===== config.mk =====
export PLATFORM = sky130hd
export DESIGN_NAME = multicycle_ctrl
export DESIGN_NICKNAME = d
export VERILOG_FILES = /design/src/rtl/multicycle_ctrl.sv
export SDC_FILE = /design/constraint.sdc
export NUM_CORES = 1
export LEC_CHECK = 0
export ABC_AREA = 0
export CAP_MARGIN = 30
export CELL_PAD_IN_SITES_DETAIL_PLACEMENT = 1
export CELL_PAD_IN_SITES_GLOBAL_PLACEMENT = 1
export CORE_MARGIN = 5
export CORE_UTILIZATION = 31
export DETAILED_ROUTE_END_ITERATION = 7
export PLACE_DENSITY_LB_ADDON = 0.1
export SLEW_MARGIN = 20
export SYNTH_ARGS = -nofsm -noshare
export SYNTH_HDL_FRONTEND = slang
export SYNTH_SLANG_ARGS = --single-unit

===== constraint.sdc =====
create_clock -name clk_i -period 2 [get_ports clk_i]
set_clock_uncertainty 0.05 [all_clocks]
set_input_delay 0.4 -clock clk_i [delete_from_list [all_inputs] [get_ports clk_i]]
set_output_delay 0.4 -clock clk_i [all_outputs]
set_load 0.02 [all_outputs]

===== src/rtl/multicycle_ctrl.sv =====
// Control FSM for the multi-cycle MIPS-subset datapath: one micro-step per clock,
// memory-ready handshake with wait timeout, sticky error flags and a retire counter.
//
// state    | meaning
// ---------+-------------------------------------------------------------
// IDLE     | waiting for start_i
// FETCH    | read instruction at PC, PC <= PC+4 when memory ready
// DECODE   | IR valid; compute branch target into ALUOut
// EXEC_R   | R-type ALU operation on rs, rt
// EXEC_I   | addi/ori ALU operation on rs, sext imm
// WB_ALU   | write ALUOut to rd (R-type) or rt (addi/ori)
// WB_LI    | write immediate to rt
// BRANCH   | compare rs/rt, conditionally load branch target
// JUMP     | load jump target
// JAL      | load jump target, write PC+4 to $31
// JR       | load PC from rs
// MEM_ADDR | compute rs + sext imm for lw/sw
// MEM_RD   | data read at ALUOut until memory ready
// MEM_WR   | data write at ALUOut until memory ready
// WB_MEM   | write MDR to rt
// ERR      | illegal opcode or memory timeout; left only through reset
module multicycle_ctrl #(
    parameter int MEM_TIMEOUT = 15,
    parameter int CNT_W       = 16
) (
    input  logic             clk_i,
    input  logic             rst_i,
    input  logic             start_i,
    input  logic [5:0]       instr_op_i,
    input  logic [5:0]       instr_funct_i,
    input  logic             cond_i,
    input  logic             mem_ready_i,
    output logic             pc_write_o,
    output logic [1:0]       pc_src_o,
    output logic             ir_write_o,
    output logic             iord_o,
    output logic             mem_read_o,
    output logic             mem_write_o,
    output logic             reg_write_o,
    output logic [1:0]       reg_dst_o,
    output logic [1:0]       mem_to_reg_o,
    output logic             alu_src_a_o,
    output logic [1:0]       alu_src_b_o,
    output logic [3:0]       alu_op_o,
    output logic [1:0]       branch_type_o,
    output logic [3:0]       state_o,
    output logic             retire_o,
    output logic [CNT_W-1:0] instr_cnt_o,
    output logic             illegal_o,
    output logic             timeout_o
);

    localparam int WAIT_W = $clog2(MEM_TIMEOUT + 1);
    localparam logic [WAIT_W-1:0] WAIT_LAST = WAIT_W'(MEM_TIMEOUT - 1);

    typedef enum logic [3:0] {
        S_IDLE     = 4'd0,
        S_FETCH    = 4'd1,
        S_DECODE   = 4'd2,
        S_EXEC_R   = 4'd3,
        S_EXEC_I   = 4'd4,
        S_WB_ALU   = 4'd5,
        S_WB_LI    = 4'd6,
        S_BRANCH   = 4'd7,
        S_JUMP     = 4'd8,
        S_JAL      = 4'd9,
        S_JR       = 4'd10,
        S_MEM_ADDR = 4'd11,
        S_MEM_RD   = 4'd12,
        S_MEM_WR   = 4'd13,
        S_WB_MEM   = 4'd14,
        S_ERR      = 4'd15
    } state_t;

    state_t            r_state;
    state_t            w_next;
    logic [WAIT_W-1:0] r_wait;
    logic [CNT_W-1:0]  r_cnt;
    logic              r_illegal;
    logic              r_timeout;
    logic              w_is_wait;
    logic              w_timeout_hit;
    logic              w_set_illegal;

    assign w_is_wait     = (r_state == S_FETCH) || (r_state == S_MEM_RD) || (r_state == S_MEM_WR);
    assign w_timeout_hit = w_is_wait && !mem_ready_i && (r_wait == WAIT_LAST);

    assign state_o     = r_state;
    assign instr_cnt_o = r_cnt;
    assign illegal_o   = r_illegal;
    assign timeout_o   = r_timeout;

    always_ff @(posedge clk_i or posedge rst_i) begin
        if (rst_i) begin
            r_state   <= S_IDLE;
            r_wait    <= '0;
            r_cnt     <= '0;
            r_illegal <= 1'b0;
            r_timeout <= 1'b0;
        end else begin
            r_state <= w_next;
            if (w_next != r_state)
                r_wait <= '0;
            else if (w_is_wait && !mem_ready_i)
                r_wait <= r_wait + 1'b1;
            if (retire_o)
                r_cnt <= r_cnt + 1'b1;
            if (w_set_illegal)
                r_illegal <= 1'b1;
            if (w_timeout_hit)
                r_timeout <= 1'b1;
        end
    end

    // IR stays loaded from DECODE until the next FETCH, so later states may decode op/funct again.
    always_comb begin
        w_next        = r_state;
        w_set_illegal = 1'b0;
        pc_write_o    = 1'b0;
        pc_src_o      = 2'd0;
        ir_write_o    = 1'b0;
        iord_o        = 1'b0;
        mem_read_o    = 1'b0;
        mem_write_o   = 1'b0;
        reg_write_o   = 1'b0;
        reg_dst_o     = 2'd0;
        mem_to_reg_o  = 2'd0;
        alu_src_a_o   = 1'b0;
        alu_src_b_o   = 2'd0;
        alu_op_o      = 4'd0;
        branch_type_o = 2'd0;
        retire_o      = 1'b0;

        case (r_state)
            S_IDLE: begin
                if (start_i)
                    w_next = S_FETCH;
            end
            S_FETCH: begin
                mem_read_o  = 1'b1;
                alu_src_b_o = 2'd1;
                alu_op_o    = 4'd6;
                if (mem_ready_i) begin
                    ir_write_o = 1'b1;
                    pc_write_o = 1'b1;
                    w_next     = S_DECODE;
                end else if (w_timeout_hit) begin
                    w_next = S_ERR;
                end
            end
            S_DECODE: begin
                alu_src_b_o = 2'd3;
                alu_op_o    = 4'd6;
                case (instr_op_i)
                    6'd0:          w_next = (instr_funct_i == 6'h08) ? S_JR : S_EXEC_R;
                    6'd2:          w_next = S_JUMP;
                    6'd3:          w_next = S_JAL;
                    6'd4, 6'd5,
                    6'd6, 6'd7:    w_next = S_BRANCH;
                    6'd8, 6'd13:   w_next = S_EXEC_I;
                    6'd15:         w_next = S_WB_LI;
                    6'd35, 6'd43:  w_next = S_MEM_ADDR;
                    default: begin
                        w_next        = S_ERR;
                        w_set_illegal = 1'b1;
                    end
                endcase
            end
            S_EXEC_R: begin
                alu_src_a_o = 1'b1;
                w_next      = S_WB_ALU;
            end
            S_EXEC_I: begin
                alu_src_a_o = 1'b1;
                alu_src_b_o = 2'd2;
                alu_op_o    = (instr_op_i == 6'd13) ? 4'd7 : 4'd6;
                w_next      = S_WB_ALU;
            end
            S_WB_ALU: begin
                reg_write_o = 1'b1;
                reg_dst_o   = (instr_op_i == 6'd0) ? 2'd1 : 2'd0;
                retire_o    = 1'b1;
                w_next      = S_FETCH;
            end
            S_WB_LI: begin
                reg_write_o  = 1'b1;
                mem_to_reg_o = 2'd2;
                retire_o     = 1'b1;
                w_next       = S_FETCH;
            end
            S_BRANCH: begin
                alu_src_a_o = 1'b1;
                pc_write_o  = cond_i;
                pc_src_o    = 2'd1;
                retire_o    = 1'b1;
                w_next      = S_FETCH;
                case (instr_op_i)
                    6'd4:    begin alu_op_o = 4'd2; branch_type_o = 2'd0; end
                    6'd5:    begin alu_op_o = 4'd3; branch_type_o = 2'd3; end
                    6'd6:    begin alu_op_o = 4'd4; branch_type_o = 2'd2; end
                    default: begin alu_op_o = 4'd5; branch_type_o = 2'd1; end
                endcase
            end
            S_JUMP: begin
                pc_write_o = 1'b1;
                pc_src_o   = 2'd2;
                retire_o   = 1'b1;
                w_next     = S_FETCH;
            end
            S_JAL: begin
                pc_write_o   = 1'b1;
                pc_src_o     = 2'd2;
                reg_write_o  = 1'b1;
                reg_dst_o    = 2'd2;
                mem_to_reg_o = 2'd3;
                alu_op_o     = 4'd1;
                retire_o     = 1'b1;
                w_next       = S_FETCH;
            end
            S_JR: begin
                pc_write_o = 1'b1;
                pc_src_o   = 2'd3;
                retire_o   = 1'b1;
                w_next     = S_FETCH;
            end
            S_MEM_ADDR: begin
                alu_src_a_o = 1'b1;
                alu_src_b_o = 2'd2;
                if (instr_op_i == 6'd43) begin
                    alu_op_o = 4'd9;
                    w_next   = S_MEM_WR;
                end else begin
                    alu_op_o = 4'd8;
                    w_next   = S_MEM_RD;
                end
            end
            S_MEM_RD: begin
                mem_read_o = 1'b1;
                iord_o     = 1'b1;
                if (mem_ready_i)
                    w_next = S_WB_MEM;
                else if (w_timeout_hit)
                    w_next = S_ERR;
            end
            S_MEM_WR: begin
                mem_write_o = 1'b1;
                iord_o      = 1'b1;
                if (mem_ready_i) begin
                    retire_o = 1'b1;
                    w_next   = S_FETCH;
                end else if (w_timeout_hit) begin
                    w_next = S_ERR;
                end
            end
            S_WB_MEM: begin
                reg_write_o  = 1'b1;
                mem_to_reg_o = 2'd1;
                retire_o     = 1'b1;
                w_next       = S_FETCH;
            end
            default: begin
                w_next = S_ERR;
            end
        endcase
    end

endmodule

# Yosys cells after proc, flatten, opt, wreduce, memory -nomap -nowiden
# Index checks and enable logic that the tools add are counted.
# totals
wordCells	90
inputBits	17
ff_bits	26
# classes
muxes	33
n_addsub	2
reduce_logical	22
eq_ne	28
# ops
op	n
== test 4 bit (second input constant)	8
2-to-1 mux 4 bit	8
one-hot mux 4 bit (8 select lines)	1
one-hot mux 4 bit (7 select lines)	1
== test 6 x 3 -> 1 bit (second input constant)	4
== test 6 x 4 -> 1 bit (second input constant)	4
one-hot mux 2 bit (3 select lines)	4
one-hot mux 4 bit (5 select lines)	1
adder 16 x 1 -> 16 bit (second input constant)	1
== test 4 x 3 -> 1 bit (second input constant)	4
OR reduction 2 bit	8
2-to-1 mux 1 bit	13
== test 6 x 2 -> 1 bit (second input constant)	2
== test 6 bit (second input constant)	2
OR reduction 12 bit	1
OR reduction 4 bit	3
one-hot mux 3 bit (3 select lines)	1
== test 4 x 2 -> 1 bit (second input constant)	2
OR reduction 7 bit	1
zero test 6 bit	1
adder 4 x 1 -> 4 bit (second input constant)	1
== test 4 x 1 -> 1 bit (second input constant)	1
zero test 4 bit	1
!= test 4 bit	1
other kinds (9)	11

# Depth between registers and ports, before layout
# Gate-level depths: netlist of run 1.
# logic_depth
word_depth	10
ltp_mapped	7
ltp_nobuf	7

# Worst setup path after synthesis of run 1
# Ideal clock, no wire load.
# synth_timing
path_type	input port to output port
startpoint	input instr_op_i[3]
endpoint	output branch_type_o[1]
path_slack_ns	-0.403
arrival_ns	1.953
required_ns	1.550
cell_stages	3
cell_sequence	buf_2 > or4b_2 > nor4_1
# synth_via
elab_chain_cells	3
elab_cells_between_ends	5
# synth_rtl
element	line_no	text
start: declaration	29	input logic [5:0] instr_op_i,
== test 6 x 3 -> 1 bit	197	case (instr_op_i)
one-hot mux 2 bit (3 select lines) (*)	197	
2-to-1 mux 2 bit (*)	134	case (r_state)
end: declaration	45	output logic [1:0] branch_type_o,
# Mark *: on every way between the ends. The rest lies on a longest branch, timed or not.

# Worst setup path in the final report of run 1
# layout_timing
startpoint	register r_state[1] (netlist: state_o[1])
endpoint	output branch_type_o[0]
# layout_via
elab_chain_cells	2
# layout_rtl
element	line_no	text
start: declaration	75	state_t r_state;
start signal: assignment	101	r_state <= w_next;
== test 4 x 3 -> 1 bit	134	
2-to-1 mux 2 bit	134	
# No other way between the ends.

==> results.sh, run 1 <==
export IMPL_status="complete, but fails checks"
export IMPL_failed_checks="setup timing"
export IMPL_vias=2388
export IMPL_rrSetupSlack_ps=-70
export IMPL_clock_fmax_mhz=478
export IMPL_cts_root_buffer="clkbuf_8"
export IMPL_mostFrequentLayoutCell="buf_4"
export IMPL_synth_area_per_cell_sq_um=8.30
export IMPL_drtAntennaViolNets=0
export IMPL_slew_violations=0
export IMPL_first_global_vias=2504
export IMPL_cts_sinks=26
export IMPL_p_int_mw=2.47
export IMPL_antenna_found_initial=0
export IMPL_overflow=0
export IMPL_portBuffers=60
export IMPL_synthFlopType="dfrtp_1"
export IMPL_area_growth_pct=77.6
export IMPL_min_period_ps=2090
export IMPL_grt_start_max_net_pins=16
export IMPL_dp_hpwl_um=5800
export IMPL_crit_type="register to primary output"
export IMPL_seqPwrFrac_pct=19.0
export IMPL_place_area_sq_um=3210
export IMPL_hold_buffers=0
export IMPL_place_ws_ps=-876
export IMPL_min_period_over_period_pct=105
export IMPL_pin_count=61
export IMPL_drc_errors=0
export IMPL_wl_per_cell_um=17.6
export IMPL_swShare_pct=43.1
export IMPL_layout_nets=402
export IMPL_yosysUniqueCellTypes=54
export IMPL_cellLeakagePower_nw=1.65
export IMPL_synthArstFlopShare_pct=100
export IMPL_rows=29
export IMPL_r2r_cells=7
export IMPL_required_ps=1550
export IMPL_p_per_area_nw_per_um2=1200
export IMPL_syn_nets=266
export IMPL_die_area_sq_um=8310
export IMPL_start_kind="register"
export IMPL_utilization_pct=56.8
export IMPL_cap_violations=0
export IMPL_clock_power_share_pct=10.3
export IMPL_vdd_ir_drop_max_uv=684
export IMPL_finalSetupViolCount=19
export IMPL_clk_path_buf_depth=2
export IMPL_pwr_share_comb_pct=70.7
export IMPL_grt_pass1_wl_um=12600
export IMPL_crit_arrival_ps=1640
export IMPL_initial_core_util_pct=32.0
export IMPL_syn_area_sq_um=2040
export IMPL_ys_seq_area_share_pct=31.9
export IMPL_synth_edff_count=0
export IMPL_h_tree_depth=1
export IMPL_syn_inst=246
export IMPL_core_area_sq_um=6390
export IMPL_final_setup_worst_slack_ps=-93.7
export IMPL_final_area_sq_um=3630
export IMPL_track_usage_pct=18.0
export IMPL_drt_wl_total_um=8070
export IMPL_die_w_um=91.2
export IMPL_tightest_slew_ps=427
export IMPL_clock_latency_ps=280
export IMPL_crit_path_max_fanout=6
export IMPL_rsz0062_at_grt="true"
export IMPL_critPathCaptureType="primary output"
export IMPL_tritoncts="built"
export IMPL_numCtsBuffers=3
export IMPL_ys_warnings_count=0
export IMPL_dr_pass1_iters=4
export IMPL_drt_initial_drc_count=71
export IMPL_clkTransAtPathRegs_ps=100
export IMPL_final_layout_size_suffix_gt1_share_pct=47.2
export IMPL_p_switching_mw=1.87
export IMPL_min_delay_path_class="primary input to async pin"
export IMPL_regToRegStartpoint="state_o[2]"
export IMPL_vias_per_cell=5.21
export IMPL_gp_congestion=0.863
export IMPL_finalHoldViolations=0
export IMPL_die_h_um=91.2
export IMPL_max_slew_margin_rel_pct=71.1
export IMPL_mostFrequentLayoutCells="buf_4, clkdlybuf4s50_1, nor2_1"
export IMPL_rr_endpoint="instr_cnt_o[4]"
export IMPL_synth_seq_cells=26
export IMPL_n_antenna_cell=0
-- critical path, cell delays in order (launching register included) --
cell             delay [ps]
dfrtp_2                 460
nand2_1                 190
nor2_1                  190
o21ai_2                  80
buf_4                   130
inv_1                    50
clkdlybuf4s15_2         260
-- registers in the layout (all words and copies together), names as in the netlist --
register / flops
instr_cnt_o: 16
timeout_o: 1
illegal_o: 1
r_wait: 4
state_o: 4
-- area by class of cell --
type                    count  area [sq um]
repair buffers            151          1280
clock inverters             1          30.0
flip-flops and latches     26           657
inverters                   9          33.8
fillers                   762          2760
clock buffers               3          41.3
multi-input cells         191          1490
well taps                  77          96.3
-- what timing repair did --
action	in CTS	in global routing
buffers inserted	10	11
pin swaps	16	19
setup endpoints to repair	37	39
resized for setup	137	53
endpoints found under the hold margin	0	0
-- cell families after synthesis --
| kind of cell | after synthesis | synth area share [%] |
|---|---|---|
| flops | 26 | 31.9 |
| xor+xnor | 23 | 9.87 |
| fa+ha+maj | 3 | 1.84 |
| compound gates | 54 | 18.5 |
| simple gates | 110 | 30.0 |
| buf+inv | 29 | 7.35 |
| mux | 1 | 0.551 |
-- per-layer routing --
metal	part of all wire (%)	global-route usage [%]	vias to the layer above
li1	-	-	1140
met1	43	23.4	1199
met2	53	31.6	43
met3	3.4	2.89	6
met4	0.88	3.55	0
met5	0	0	-
-- Yosys cell counts, types with 4 or more instances --
master / count / share of area, %
nor2_1: 29 / 5.3
dfrtp_1: 26 / 32
xnor2_1: 15 / 6.4
a21oi_1: 13 / 3.2
nand2_1: 12 / 2.2
nand3_1: 11 / 2.7
clkbuf_1: 9 / 1.7
inv_1: 9 / 1.7
nor3_1: 9 / 2.2
nand2b_1: 8 / 2.5
o21ai_0: 8 / 2.0
xor2_1: 8 / 3.4
and3_1: 6 / 1.8
buf_4: 4 / 1.5
nor2_2: 4 / 1.2
nor2b_1: 4 / 1.2
o211ai_1: 4 / 1.5
-- power groups by stage --
| stage | clock (mW) | sequential (mW) | combinational [mW] |
|---|---|---|---|
| after floorplan | 0 | 0.847 | 1.25 |
| after global placement | 0 | 0.814 | 2.52 |
| after detailed placement | 0 | 0.819 | 2.58 |
| after CTS | 0.461 | 0.805 | 2.72 |
| after global routing | 0.491 | 0.847 | 3.29 |
| final | 0.447 | 0.826 | 3.07 |
-- metrics by stage --
stage	cells	setup TNS, ps	total power, mW	hold slack, ps
2_1_floorplan	246	-157	2.10	390
3_3_place_gp	434	-14070	3.34	409
3_5_place_dp	434	-15210	3.40	417
4_1_cts	448	-1010	3.99	352
5_1_grt	458	-2450	4.62	365
6_report	458	-688	4.35	338
-- worst max path at each step --
stage | startpoint | to | slack [ps]
floorplan | state_o[3] | branch_type_o[1] | -50
global placement | instr_op_i[3] | alu_op_o[1] | -850
detailed placement | instr_op_i[3] | alu_op_o[1] | -880
CTS | state_o[3] | branch_type_o[0] | -130
global route | state_o[1] | branch_type_o[0] | -210
finish | state_o[1] | branch_type_o[0] | -90
Note: power is estimated with default switching activity, not from simulation.
==> run 2: changes to the inputs <==
CELL_PAD_IN_SITES_GLOBAL_PLACEMENT = 2   (was 1)
CORE_UTILIZATION = 24   (was 31)
==> results.sh, run 2 (synthesis gave the netlist of run 1 again) <==
export IMPL_status="complete, but fails checks"
export IMPL_failed_checks="setup timing"
export IMPL_portBuffers=60
export IMPL_grt_start_max_net_pins=27
export IMPL_rows=33
export IMPL_min_delay_path_class="register to register"
export IMPL_layoutNonFillerInstCount=477
export IMPL_regToRegStartpoint="state_o[2]"
export IMPL_track_usage_pct=13.8
export IMPL_drc_errors=0
export IMPL_min_period_over_period_pct=103
export IMPL_worstHoldStart="illegal_o"
export IMPL_dp_hpwl_um=5400
export IMPL_slew_violations=0
export IMPL_cpMostUsedCell="buf_6"
export IMPL_clock_fmax_mhz=485
export IMPL_die_area_sq_um=10500
export IMPL_slowest_delay_ps=610
export IMPL_layout_nets=394
export IMPL_vias_per_cell=4.63
export IMPL_vdd_ir_drop_max_uv=436
export IMPL_largest_reg_flops=16
export IMPL_clock_latency_ps=270
export IMPL_cellLeakagePower_nw=1.64
export IMPL_crit_chain="buf_6, or3b_4, nand2_4, buf_6, or4_4, nor2_4, xor2_1"
export IMPL_p_total_mw=4.13
export IMPL_cts_sinks=26
export IMPL_clkTransAtPathRegs_ps=90
export IMPL_required_ps=2140
export IMPL_hold_end="illegal_o"
export IMPL_h_tree_depth=1
export IMPL_final_setup_worst_slack_ps=-64.0
export IMPL_tightest_slew_ps=416
export IMPL_rrSetupSlack_ps=-60
export IMPL_die_h_um=102
export IMPL_r2r_cells=7
export IMPL_dr_pass1_iters=4
export IMPL_clk_path_buf_depth=2
export IMPL_p_per_area_nw_per_um2=1130
export IMPL_die_w_um=102
export IMPL_tritoncts="built"
export IMPL_critPathCaptureType="register"
export IMPL_drt_wl_total_um=7010
export IMPL_crit_arrival_ps=2210
export IMPL_min_path_cells=1
export IMPL_place_ws_ps=-892
export IMPL_dp_cells=458
export IMPL_grt_pass1_wl_um=11700
export IMPL_utilization_pct=44.1
export IMPL_min_period_ps=2060
export IMPL_crit_path_max_fanout=7
export IMPL_mostFrequentLayoutCells="buf_4, clkdlybuf4s50_1, dfrtp_1, buf_6, nor2_1"
export IMPL_cap_violations=0
export IMPL_antenna_found_initial=0
export IMPL_n_antenna_cell=0
export IMPL_crit_type="register to register"
export IMPL_rsz0062_at_grt="true"
export IMPL_finalHoldViolations=0
export IMPL_drt_initial_drc_count=56
export IMPL_core_area_sq_um=8260
export IMPL_overflow=0
export IMPL_finalSetupViolCount=11
export IMPL_initial_core_util_pct=24.7
export IMPL_start_kind="register"
export IMPL_final_layout_size_suffix_gt1_share_pct=47.3
export IMPL_gp_congestion=0.790
export IMPL_pin_count=61
export IMPL_vias=2210
export IMPL_tns_ps=-414
export IMPL_wl_per_cell_um=14.7
export IMPL_first_global_vias=2308
export IMPL_crit_slowest_cell="or4_4"
export IMPL_drtAntennaViolNets=0
export IMPL_area_growth_pct=78.3
export IMPL_cts_root_buffer="clkbuf_8"
export IMPL_rr_endpoint="instr_cnt_o[14]"
export IMPL_numCtsBuffers=3
export IMPL_max_slew_margin_rel_pct=72.1
export IMPL_mostFrequentLayoutCell="buf_4"
[run 2: cell types whose count changed in the layout (fill, tap and decap cells not counted), sizes merged]
cell	before	now
bufinv	1	0
clkdlybuf4s50	27	24
clkbuf	5	6
buf	113	107
dlymetal6s2s	2	5
dlygate4sd2	6	4
clkdlybuf4s15	1	0
[run 2: routing by layer]
metal  vias up  global-route usage (%)  routed length [um]
met2        30                    22.5                3400
met4         0                    1.11                  18
met1      1059                    19.7                3350
met5         -                       0                   0
met3         2                    2.46                 242
li1       1119                       -                   -
[run 2: metrics by stage]
stage	instance area [sq um]	hold slack [ps]
after floorplan	2100	390
after global routing	3640	455
after detailed placement	3230	415
after global placement	3230	414
final	3640	432
after CTS	3390	440
[run 2: how the worst max path moves through the flow]
stage               slack (ps)           from  cells after the start               end
finish                     -60     state_o[2]                      7   instr_cnt_o[14]
global route              -140     state_o[3]                      6       alu_op_o[0]
CTS                        -70     state_o[2]                      5       alu_op_o[2]
detailed placement        -890  instr_op_i[3]                      5       alu_op_o[0]
global placement          -860  instr_op_i[3]                      6       alu_op_o[1]
floorplan                  -50     state_o[3]                      4  branch_type_o[1]
[run 2: layout make-up]
class                      instances  area (sq um)
multi-input combinational        191          1520
clock buffer                       3          41.3
inverter                           9          33.8
fill                             977          4620
sequential                        26           656
tap                              105           131
timing repair buffer             143          1260
[run 2: worst max-delay path: cells and delay by family (launching register included)]
| kind | cells | cell delay (ps) |
|---|---|---|
| and+or+nand+nor | 4 | 1050 |
| DFF | 1 | 470 |
| buffers and inverters | 2 | 260 |
| xor gates and xnor gates | 1 | 160 |
[run 2: power by group]
part	internal, mW	switching (mW)
logic	1.56	1.48
clock network	0.135	0.160
registers	0.641	0.147
total	2.34	1.79
[run 2: repair_timing]
| action | CTS | global route |
|---|---|---|
| hold buffers | 0 | 0 |
| endpoints found under the setup margin | 38 | 32 |
| pin swaps | 19 | 27 |
| buffers inserted | 6 | 10 |
| endpoints found under the hold margin | 0 | 0 |
| gates resized for setup | 158 | 56 |
